File: config.mk
export PLATFORM = sky130hd
export DESIGN_NAME = cook_sequencer
export DESIGN_NICKNAME = d
export VERILOG_FILES = /design/src/rtl/micro_waves_pkg.sv /design/src/rtl/keypad_encoder.sv /design/src/rtl/cook_sequencer.sv
export SDC_FILE = /design/constraint.sdc
export NUM_CORES = 1
export LEC_CHECK = 0
export CORE_MARGIN = 1.5
export CORE_UTILIZATION = 55
export DETAILED_ROUTE_END_ITERATION = 10
export GPL_TIMING_DRIVEN = 0
export PLACE_DENSITY_LB_ADDON = 0.12
export SYNTH_ARGS = -nofsm -noshare
export SYNTH_HDL_FRONTEND = slang
export SYNTH_SLANG_ARGS = --single-unit
File: constraint.sdc
create_clock -name clk -period 5.2 [get_ports clk]
set_input_delay 1.04 -clock clk [delete_from_list [all_inputs] [get_ports clk]]
set_output_delay 1.04 -clock clk [all_outputs]
set_load 0.03 [all_outputs]
File: src/rtl/micro_waves_pkg.sv
// Shared types and defaults for the microwave oven control path.
package micro_waves_pkg;

   typedef enum logic [2:0] {
      ST_IDLE    = 3'd0,
      ST_ENTRY   = 3'd1,
      ST_COOKING = 3'd2,
      ST_PAUSED  = 3'd3,
      ST_DONE    = 3'd4
   } state_t;

   localparam int DIGIT_W          = 4;
   localparam int BEEP_TICKS_DEF   = 3;
   localparam int POWER_WINDOW_DEF = 10;

   function automatic logic is_onehot10(input logic [9:0] v);
      return (v != '0) && ((v & (v - 10'd1)) == '0);
   endfunction

endpackage

File: src/rtl/keypad_encoder.sv
// One-hot keypad to BCD digit; key_valid pulses only on a clean idle-to-single-key transition.
module keypad_encoder
   import micro_waves_pkg::*;
(
   input  logic               clk,
   input  logic               rst,
   input  logic [9:0]         keyboard,
   output logic               key_valid,
   output logic [DIGIT_W-1:0] key_digit
);

   logic [9:0] r_kb_d;

   always_ff @(posedge clk or posedge rst) begin
      if (rst) r_kb_d <= '0;
      else     r_kb_d <= keyboard;
   end

   always_comb begin
      key_digit = '0;
      for (int unsigned k = 0; k < 10; k++)
         if (keyboard[k]) key_digit = DIGIT_W'(k);
   end

   assign key_valid = (r_kb_d == '0) && is_onehot10(keyboard);

endmodule

File: src/rtl/cook_sequencer.sv
// Microwave cook sequencer: keypad entry, timer load/enable, magnetron drive, beep.
// Define COOK_POWER_LEVEL_EN to add the power_level port and duty-cycled magnetron drive.
module cook_sequencer
   import micro_waves_pkg::*;
#(
   parameter int BEEP_TICKS   = BEEP_TICKS_DEF,
   parameter int POWER_WINDOW = POWER_WINDOW_DEF
)(
   input  logic               clk,
   input  logic               rst,
   input  logic               startn,
   input  logic               stopn,
   input  logic               clearn,
   input  logic               door_closed,
   input  logic [9:0]         keyboard,
   input  logic               tick_1hz,
   input  logic               timer_zero,
`ifdef COOK_POWER_LEVEL_EN
   input  logic [3:0]         power_level,
`endif
   output logic [DIGIT_W-1:0] load_min,
   output logic [DIGIT_W-1:0] load_tens,
   output logic [DIGIT_W-1:0] load_ones,
   output logic               loadn,
   output logic               timer_en,
   output logic               mag_on,
   output logic               beep,
   output logic [2:0]         state
);

   if (BEEP_TICKS < 1 || BEEP_TICKS > 255 || POWER_WINDOW < 1 || POWER_WINDOW > 16) begin : g_param_check
      $error("cook_sequencer: BEEP_TICKS or POWER_WINDOW out of range");
   end

   state_t             r_state, w_state_nxt;
   logic [DIGIT_W-1:0] r_min, r_tens, r_ones;
   logic [DIGIT_W-1:0] w_min_nxt, w_tens_nxt, w_ones_nxt;
   logic               r_loadn, w_loadn_nxt;
   logic               r_pend, w_pend_nxt;
   logic               r_cook_en, w_cook_nxt;
   logic [7:0]         r_beep_cnt, w_beep_nxt;
   logic               r_start_d, r_stop_d, r_clear_d;
   logic               w_start, w_stop, w_clear, w_start_ok;
   logic               w_key_valid;
   logic [DIGIT_W-1:0] w_key_digit;

   keypad_encoder u_keypad (
      .clk       (clk),
      .rst       (rst),
      .keyboard  (keyboard),
      .key_valid (w_key_valid),
      .key_digit (w_key_digit)
   );

   always_ff @(posedge clk or posedge rst) begin
      if (rst) begin
         r_start_d <= 1'b1;
         r_stop_d  <= 1'b1;
         r_clear_d <= 1'b1;
      end else begin
         r_start_d <= startn;
         r_stop_d  <= stopn;
         r_clear_d <= clearn;
      end
   end

   assign w_start = r_start_d & ~startn;
   assign w_stop  = r_stop_d  & ~stopn;
   assign w_clear = r_clear_d & ~clearn;

   // An accepted start spends one cycle in r_pend (timer load slot) before COOKING.
   always_comb begin
      w_state_nxt = r_state;
      w_min_nxt   = r_min;
      w_tens_nxt  = r_tens;
      w_ones_nxt  = r_ones;
      w_loadn_nxt = 1'b1;
      w_pend_nxt  = 1'b0;
      w_beep_nxt  = r_beep_cnt;
      w_start_ok  = door_closed && (r_tens <= DIGIT_W'(5)) &&
                    ((r_state == ST_PAUSED) || ({r_min, r_tens, r_ones} != '0));
      if (w_clear) begin
         w_state_nxt = ST_IDLE;
         w_min_nxt   = '0;
         w_tens_nxt  = '0;
         w_ones_nxt  = '0;
         w_loadn_nxt = 1'b0;
      end else if (r_pend) begin
         if (door_closed) w_state_nxt = ST_COOKING;
      end else begin
         unique case (r_state)
            ST_IDLE: begin
               if (w_key_valid) begin
                  w_state_nxt = ST_ENTRY;
                  w_min_nxt   = '0;
                  w_tens_nxt  = '0;
                  w_ones_nxt  = w_key_digit;
               end
            end
            ST_ENTRY: begin
               if (w_stop) begin
                  w_state_nxt = ST_IDLE;
                  w_min_nxt   = '0;
                  w_tens_nxt  = '0;
                  w_ones_nxt  = '0;
               end else if (w_start && w_start_ok) begin
                  w_loadn_nxt = 1'b0;
                  w_pend_nxt  = 1'b1;
               end else if (w_key_valid) begin
                  w_min_nxt  = r_tens;
                  w_tens_nxt = r_ones;
                  w_ones_nxt = w_key_digit;
               end
            end
            ST_COOKING: begin
               if (!door_closed)    w_state_nxt = ST_PAUSED;
               else if (timer_zero) begin
                  w_state_nxt = ST_DONE;
                  w_beep_nxt  = '0;
               end else if (w_stop) w_state_nxt = ST_PAUSED;
            end
            ST_PAUSED: begin
               if (w_stop) begin
                  w_state_nxt = ST_IDLE;
                  w_min_nxt   = '0;
                  w_tens_nxt  = '0;
                  w_ones_nxt  = '0;
               end else if (w_start && w_start_ok) begin
                  w_pend_nxt = 1'b1;
               end
            end
            ST_DONE: begin
               if (w_key_valid) begin
                  w_state_nxt = ST_ENTRY;
                  w_min_nxt   = '0;
                  w_tens_nxt  = '0;
                  w_ones_nxt  = w_key_digit;
               end else if (tick_1hz) begin
                  if (r_beep_cnt == 8'(BEEP_TICKS - 1)) w_state_nxt = ST_IDLE;
                  else                                  w_beep_nxt  = r_beep_cnt + 8'd1;
               end
            end
            default: w_state_nxt = ST_IDLE;
         endcase
      end
   end

`ifdef COOK_POWER_LEVEL_EN
   localparam int WIN_W = (POWER_WINDOW > 1) ? $clog2(POWER_WINDOW) : 1;
   logic [WIN_W-1:0] r_win, w_win_nxt;
   logic [3:0]       w_power_p;

   always_comb begin
      w_power_p = (power_level == 4'd0 || power_level > 4'd10) ? 4'd10 : power_level;
      w_win_nxt = r_win;
      if (!w_clear && r_pend && door_closed && r_state == ST_ENTRY)
         w_win_nxt = '0;
      else if (r_state == ST_COOKING && tick_1hz)
         w_win_nxt = (r_win == WIN_W'(POWER_WINDOW - 1)) ? '0 : r_win + 1'b1;
      w_cook_nxt = (w_state_nxt == ST_COOKING) && (32'(w_win_nxt) < 32'(w_power_p));
   end

   always_ff @(posedge clk or posedge rst) begin
      if (rst) r_win <= '0;
      else     r_win <= w_win_nxt;
   end
`else
   assign w_cook_nxt = (w_state_nxt == ST_COOKING);
`endif

   always_ff @(posedge clk or posedge rst) begin
      if (rst) begin
         r_state    <= ST_IDLE;
         r_min      <= '0;
         r_tens     <= '0;
         r_ones     <= '0;
         r_loadn    <= 1'b1;
         r_pend     <= 1'b0;
         r_cook_en  <= 1'b0;
         r_beep_cnt <= '0;
      end else begin
         r_state    <= w_state_nxt;
         r_min      <= w_min_nxt;
         r_tens     <= w_tens_nxt;
         r_ones     <= w_ones_nxt;
         r_loadn    <= w_loadn_nxt;
         r_pend     <= w_pend_nxt;
         r_cook_en  <= w_cook_nxt;
         r_beep_cnt <= w_beep_nxt;
      end
   end

   assign state     = r_state;
   assign load_min  = r_min;
   assign load_tens = r_tens;
   assign load_ones = r_ones;
   assign loadn     = r_loadn;
   assign timer_en  = (r_state == ST_COOKING);
   // Door gating stays combinational so opening the door cuts the magnetron with no latency.
   assign mag_on    = r_cook_en & door_closed;
   assign beep      = (r_state == ST_DONE);

endmodule

-- Word-level counts from Yosys, hierarchy flattened
Cells that the tools add are included.
- register bits after elaboration: 39
- latch bits: 0
- bits in writable memories: 0
- ROM bits: 0
- bits of input ports: 18
- output and inout bits: 19
- memories kept: 0
- add/subtract/negate cells: 2
- multipliers: 0
- divide/modulo/power cells: 0
- order comparisons: 1
- equality and inequality tests: 16
- shift operators: 0
- multiplexer cells: 57
- bitwise operators: 10
- reduce and logical (&&, ||, !) cells: 18
- operators by type and width (operator ; count):
    two-way mux 4 bit ; 19
    two-way mux 3 bit ; 15
    two-way mux 8 bit ; 5
    case mux 4 bit (3 select lines) ; 3
    logical NOT 10 bit ; 2
    case mux 8 bit (2 select lines) ; 1
    case mux 3 bit (4 select lines) ; 1
    nonzero test 12 bit ; 1
    two-way mux 1 bit ; 11
    bitwise AND 10 bit ; 1
    inequality test 2 bit (second input constant) ; 5
    nonzero test 10 bit ; 1
    subtractor 10 x 1 -> 10 bit (second input constant) ; 1
    == test 3 x 2 -> 1 bit (second input constant) ; 3
    adder 8 x 1 -> 8 bit (second input constant) ; 1
    == test 8 x 2 -> 1 bit (second input constant) ; 1
    AND reduction 8 bit ; 1
    AND reduction 6 bit ; 1
    logical AND 1 bit ; 5
    NOT 1 bit ; 5
    bitwise AND 1 bit ; 4
    <= comparator 4 x 3 -> 1 bit (second input constant) ; 1
    two-way mux 2 bit ; 2
    inequality test 4 x 3 -> 1 bit (second input constant) ; 1
    12 further kinds ; 13

-- Longest topological paths before layout
- word-level depth: 15
- mapped depth: 8
- depth with buffers taken out: 7

-- Hierarchy
From an unflattened synthesis, not the netlist that was laid out.
- cells, all modules: 182
- area, all modules: 1949.4 µm²
- by module, submodules not included (module ; times used ; cells an instance ; area each (µm²) ; sequential area each (µm²)):
    cook_sequencer ; 1 ; 139 ; 1486.4 ; 730.7
    keypad_encoder ; 1 ; 43 ; 462.9 ; 250.2

-- Least setup slack after synthesis
Ideal clock, no wire load.
- path type: input -> register
- from: input port keyboard[1]
- to: register r_cook_en
- arrival: 2.891 ns
- data required time: 5.089 ns
- setup slack: 2.198 ns
- stages on the path: 6
- path buffers: 0
- path through: or4_4 o21a_1 o2111ai_2 nor2_1 or4_1 a2111oi_2
- longest elaborated chain between the ends: 10
- elaborated cells on any way between the ends: 12
- classes of those cells: 1 x add/sub; 1 x eq/ne; 5 x mux; 1 x bitwise; 4 x reduce/logical
- RTL lines (item ; line ; RTL):
    start, declared ; cook_sequencer.sv:15 ; input logic [9:0] keyboard,
    subtractor 10 x 1 -> 10 bit ; micro_waves_pkg.sv:17 ; return (v != '0) && ((v & (v - 10'd1)) == '0);
    bitwise AND 10 bit ; micro_waves_pkg.sv:17 ;
    logical NOT 10 bit ; micro_waves_pkg.sv:17 ;
    logical AND 1 bit (*) ; micro_waves_pkg.sv:17 ;
    logical AND 1 bit (*) ; keypad_encoder.sv:25 ; assign key_valid = (r_kb_d == '0) && is_onehot10(keyboard);
    two-way mux 3 bit, on equally long branches ; cook_sequencer.sv:133, cook_sequencer.sv:93 ;
    case mux 3 bit (4 select lines) (*) ; cook_sequencer.sv:91 ; unique case (r_state)
    two-way mux 3 bit (*) ; cook_sequencer.sv:88 ; end else if (r_pend) begin
    two-way mux 3 bit (*) ; cook_sequencer.sv:82 ; if (w_clear) begin
    == test 3 x 2 -> 1 bit (*) ; cook_sequencer.sv:168 ; assign w_cook_nxt = (w_state_nxt == ST_COOKING);
    via w_cook_nxt ; cook_sequencer.sv:40 ; logic r_cook_en, w_cook_nxt;
    end signal, assigned ; cook_sequencer.sv:188 ; r_cook_en <= w_cook_nxt;
    end, declared ; cook_sequencer.sv:40 ;
Mark *: on every way through the listed nets, which the timed path passes. The rest lies on a longest branch.
A chain may end at the register's enable or synchronous reset.

-- Final worst setup path
- from: input port door_closed
- to: output port mag_on
- longest elaborated chain between the ends: 1
- RTL lines (item ; line ; RTL):
    start, declared ; cook_sequencer.sv:14 ; input logic door_closed,
    bitwise AND 1 bit ; cook_sequencer.sv:200 ; assign mag_on = r_cook_en & door_closed;
    end, declared ; cook_sequencer.sv:26 ; output logic mag_on,
No other way between the ends.

==> flow_metrics.tcl <==
set metrics [dict create \
    status "completed" \
    fin_util 0.727 \
    antenna_left 0 \
    setup_viol 0 \
    synth_fp_nets 209 \
    cts_resized 0 \
    clock_power_share 0.290 \
    fin_crit_ps 3540 \
    num_rows 21 \
    drive_gt1_frac 0.120 \
    critPathKind "in -> out" \
    synthSimpleGateAreaFrac 0.217 \
    post_synth_fa_ha_maj_area_fraction 0.0178 \
    die_x_um 62.8 \
    ys_seq_elements 39 \
    synth_flop_cell "dfrtp_1" \
    ioPinCount 37 \
    synth-xor-area-share 0.00889 \
    postCtsHoldBufs 0 \
    drt-initial-drc-count 100 \
    clock_sinks 39 \
    yosys_warnings 0 \
    clock_skew_ps 17.6 \
    ys_top_cells_by_count "35 x dfrtp_1, 15 x nand2_1, 13 x nor2_1" \
    max_slew.worst_pin.slew_ps 784 \
    clock_latency_ps 360 \
    sw_frac_of_total 0.256 \
    power_frac_seq 0.604 \
    internal_power_uw 392 \
    final.setup.worst_slack_ps 1660 \
    dp_hpwl_mm 3.31 \
    ys_types 56 \
    whs_ps 487 \
    wl_mm 4.30 \
    p_leak_nw 1.05 \
    clock_path_buffers 2 \
    synthTopCellsByArea "dfrtp_1 44%, dfstp_2 5.3%, a22o_1 4.9%" \
    hold_class "reg -> reg" \
    vias 1677 \
    power.density_nw_per_um2 214 \
    synth_mux_area_frac 0 \
    die_y_um 62.8 \
    core_area_um2 3390 \
    synth_seq_area_share 0.498 \
    max_freq_ghz 0.282 \
    cts.clk_slew.worst_paths_ps 120 \
    synth_compound_area_frac 0.220 \
    syn2layout_area_growth_pct 25.2 \
    drc 0 \
    syn_inst 189 \
    cp-end-kind "primary output" \
    worstPathArrival_ps 2500 \
    initial_core_util 0.581 \
    cts-buffers-inserted 5 \
    p_comb_frac 0.105 \
    maxSlewViolCount 0 \
    yosysMostFrequentCell "dfrtp_1" \
    clock-root-buffer "clkbuf_4" \
    grt_pass1_wl_mm 7.71 \
    post_cts_buffers 0 \
    fin_crit_sh 0.681 \
    crit_fanout 8 \
    relSlewSlack 0.477 \
    gr-total-overflow 0 \
    wire_per_inst_um 15.4 \
    portBuffers 36 \
    antenna_cells 0 \
    synth_top_family_by_area "compound AO/OA/AOI/OAI gates" \
    ir_drop_mv 0.182 \
    p_switching_uw 135 \
    cts_tree "done" \
    grt_max_degree 22 \
    synth_edf_count 0 \
    grt_antenna_before_repair 0 \
    grt_setup_unrepaired "no" \
    htree_levels 2 \
    synth_top_cell_by_area "dfrtp_1" \
    place_congestion 0.883 \
    place_ws_ps 1460 \
    finalHoldViolCount 0 \
    worstSetupStartpointType "input pin" \
    syn_avg_cell_area_um2 10.4 \
    maxCapViolations 0 \
    crit_required_ps 4160 \
    firstDrtPassIters 4 \
    synthesis.area_um2 1970 \
    tns_ps 0 \
    async_reset_ff_frac 1.00 \
    viasPerCell 5.99 \
    fill_cells 248 \
    nets 253 \
    grt_use_total 0.251 \
    synth_top_area_frac 0.445 \
    dieArea_um2 3950 \
    grt_pass1_vias 1742 \
]
==> cell usage in the layout (no fill, tap or decap), types with 3 or more instances in the layout <==
cell             netlist  final
clkdlybuf4s50_1        0     36
inv_1                  6      6
nand2_1               15     15
o31ai_1                4      4
nor2b_1                3      3
a21oi_1               12     12
clkbuf_4               1      6
and2_1                 3      3
o21ai_0               11     11
nand3_1                6      6
dfrtp_1               35     35
a22o_1                11     11
clkbuf_1               1      3
nor4_1                 5      5
nor2_1                13     13
or3_1                  3      3
dfstp_2                4      4
nor3_1                 3      3
or4_1                  3      3
==> cell families after synthesis <==
family / count (synthesis)
buffers and inverters: 12
adders and majority gates: 3
and+or+nand+nor: 74
xor gates and xnor gates: 2
AOI/OAI and AO/OA: 59
DFF: 39
==> power groups by stage <==
stage                     registers [mW]  logic (mW)  clock network [mW]
after global placement             0.323      0.0509                   0
final                              0.318      0.0555               0.153
after CTS                          0.318      0.0563               0.156
after floorplan                    0.323      0.0263                   0
after global routing               0.319      0.0619               0.172
after detailed placement           0.324      0.0561                   0
==> state kept, by name (all words and copies together), names as in the netlist <==
name	flops
u_keypad.r_kb_d	10
r_start_d	1
load_ones	4
loadn	1
state	3
r_cook_en	1
r_stop_d	1
r_clear_d	1
load_tens	4
r_beep_cnt	8
load_min	4
r_pend	1
==> path summary, 6_finish.rpt <==
| check | from | endpoint | slack [ps] | depth (start not counted) |
|---|---|---|---|---|
| worst max-delay path | door_closed | mag_on | 1660 | 3 |
| worst min-delay path | r_beep_cnt[7] | r_beep_cnt[7] | 490 | 1 |
| worst max register to register | r_beep_cnt[0] | r_cook_en | 2670 | 7 |
| worst min register to register | r_beep_cnt[7] | r_beep_cnt[7] | 490 | 1 |
| max in group asynchronous | rst | loadn | 3430 | 3 |
| min in group asynchronous | rst | r_beep_cnt[5] | 1120 | 2 |
==> layout make-up <==
| cell class | count | area [µm²] | area share |
|---|---|---|---|
| Sequential cell | 39 | 981 | 0.398 |
| Multi-Input combinational cell | 138 | 913 | 0.371 |
| Timing Repair Buffer | 37 | 388 | 0.157 |
| Tap cell | 46 | 57.6 | 0.0234 |
| Buffer | 6 | 52.6 | 0.0213 |
| Clock buffer | 7 | 45.0 | 0.0183 |
| Inverter | 6 | 22.5 | 0.00914 |
| Clock inverter | 1 | 5.00 | 0.00203 |
==> per-stage QoR <==
step                instance area (µm²)  cells  total power [mW]
detailed placement                 2410    272             0.380
global route                       2460    280             0.554
CTS                                2460    280             0.530
global placement                   2390    271             0.374
floorplan                          1970    189             0.350
finish                             2460    280             0.526
==> per-layer routing <==
metal	vias to the layer above	share of wire	track usage
li1	808	-	-
met1	826	0.43	0.288
met2	35	0.51	0.427
met3	8	0.041	0.0703
met4	0	0.018	0.128
met5	-	0	0
==> worst max-delay path: stages <==
cell and delay (ps):
clkdlybuf4s50_1 630, and2_1 170, clkdlybuf4s50_1 660
Power figures use the tool's default switching activity.
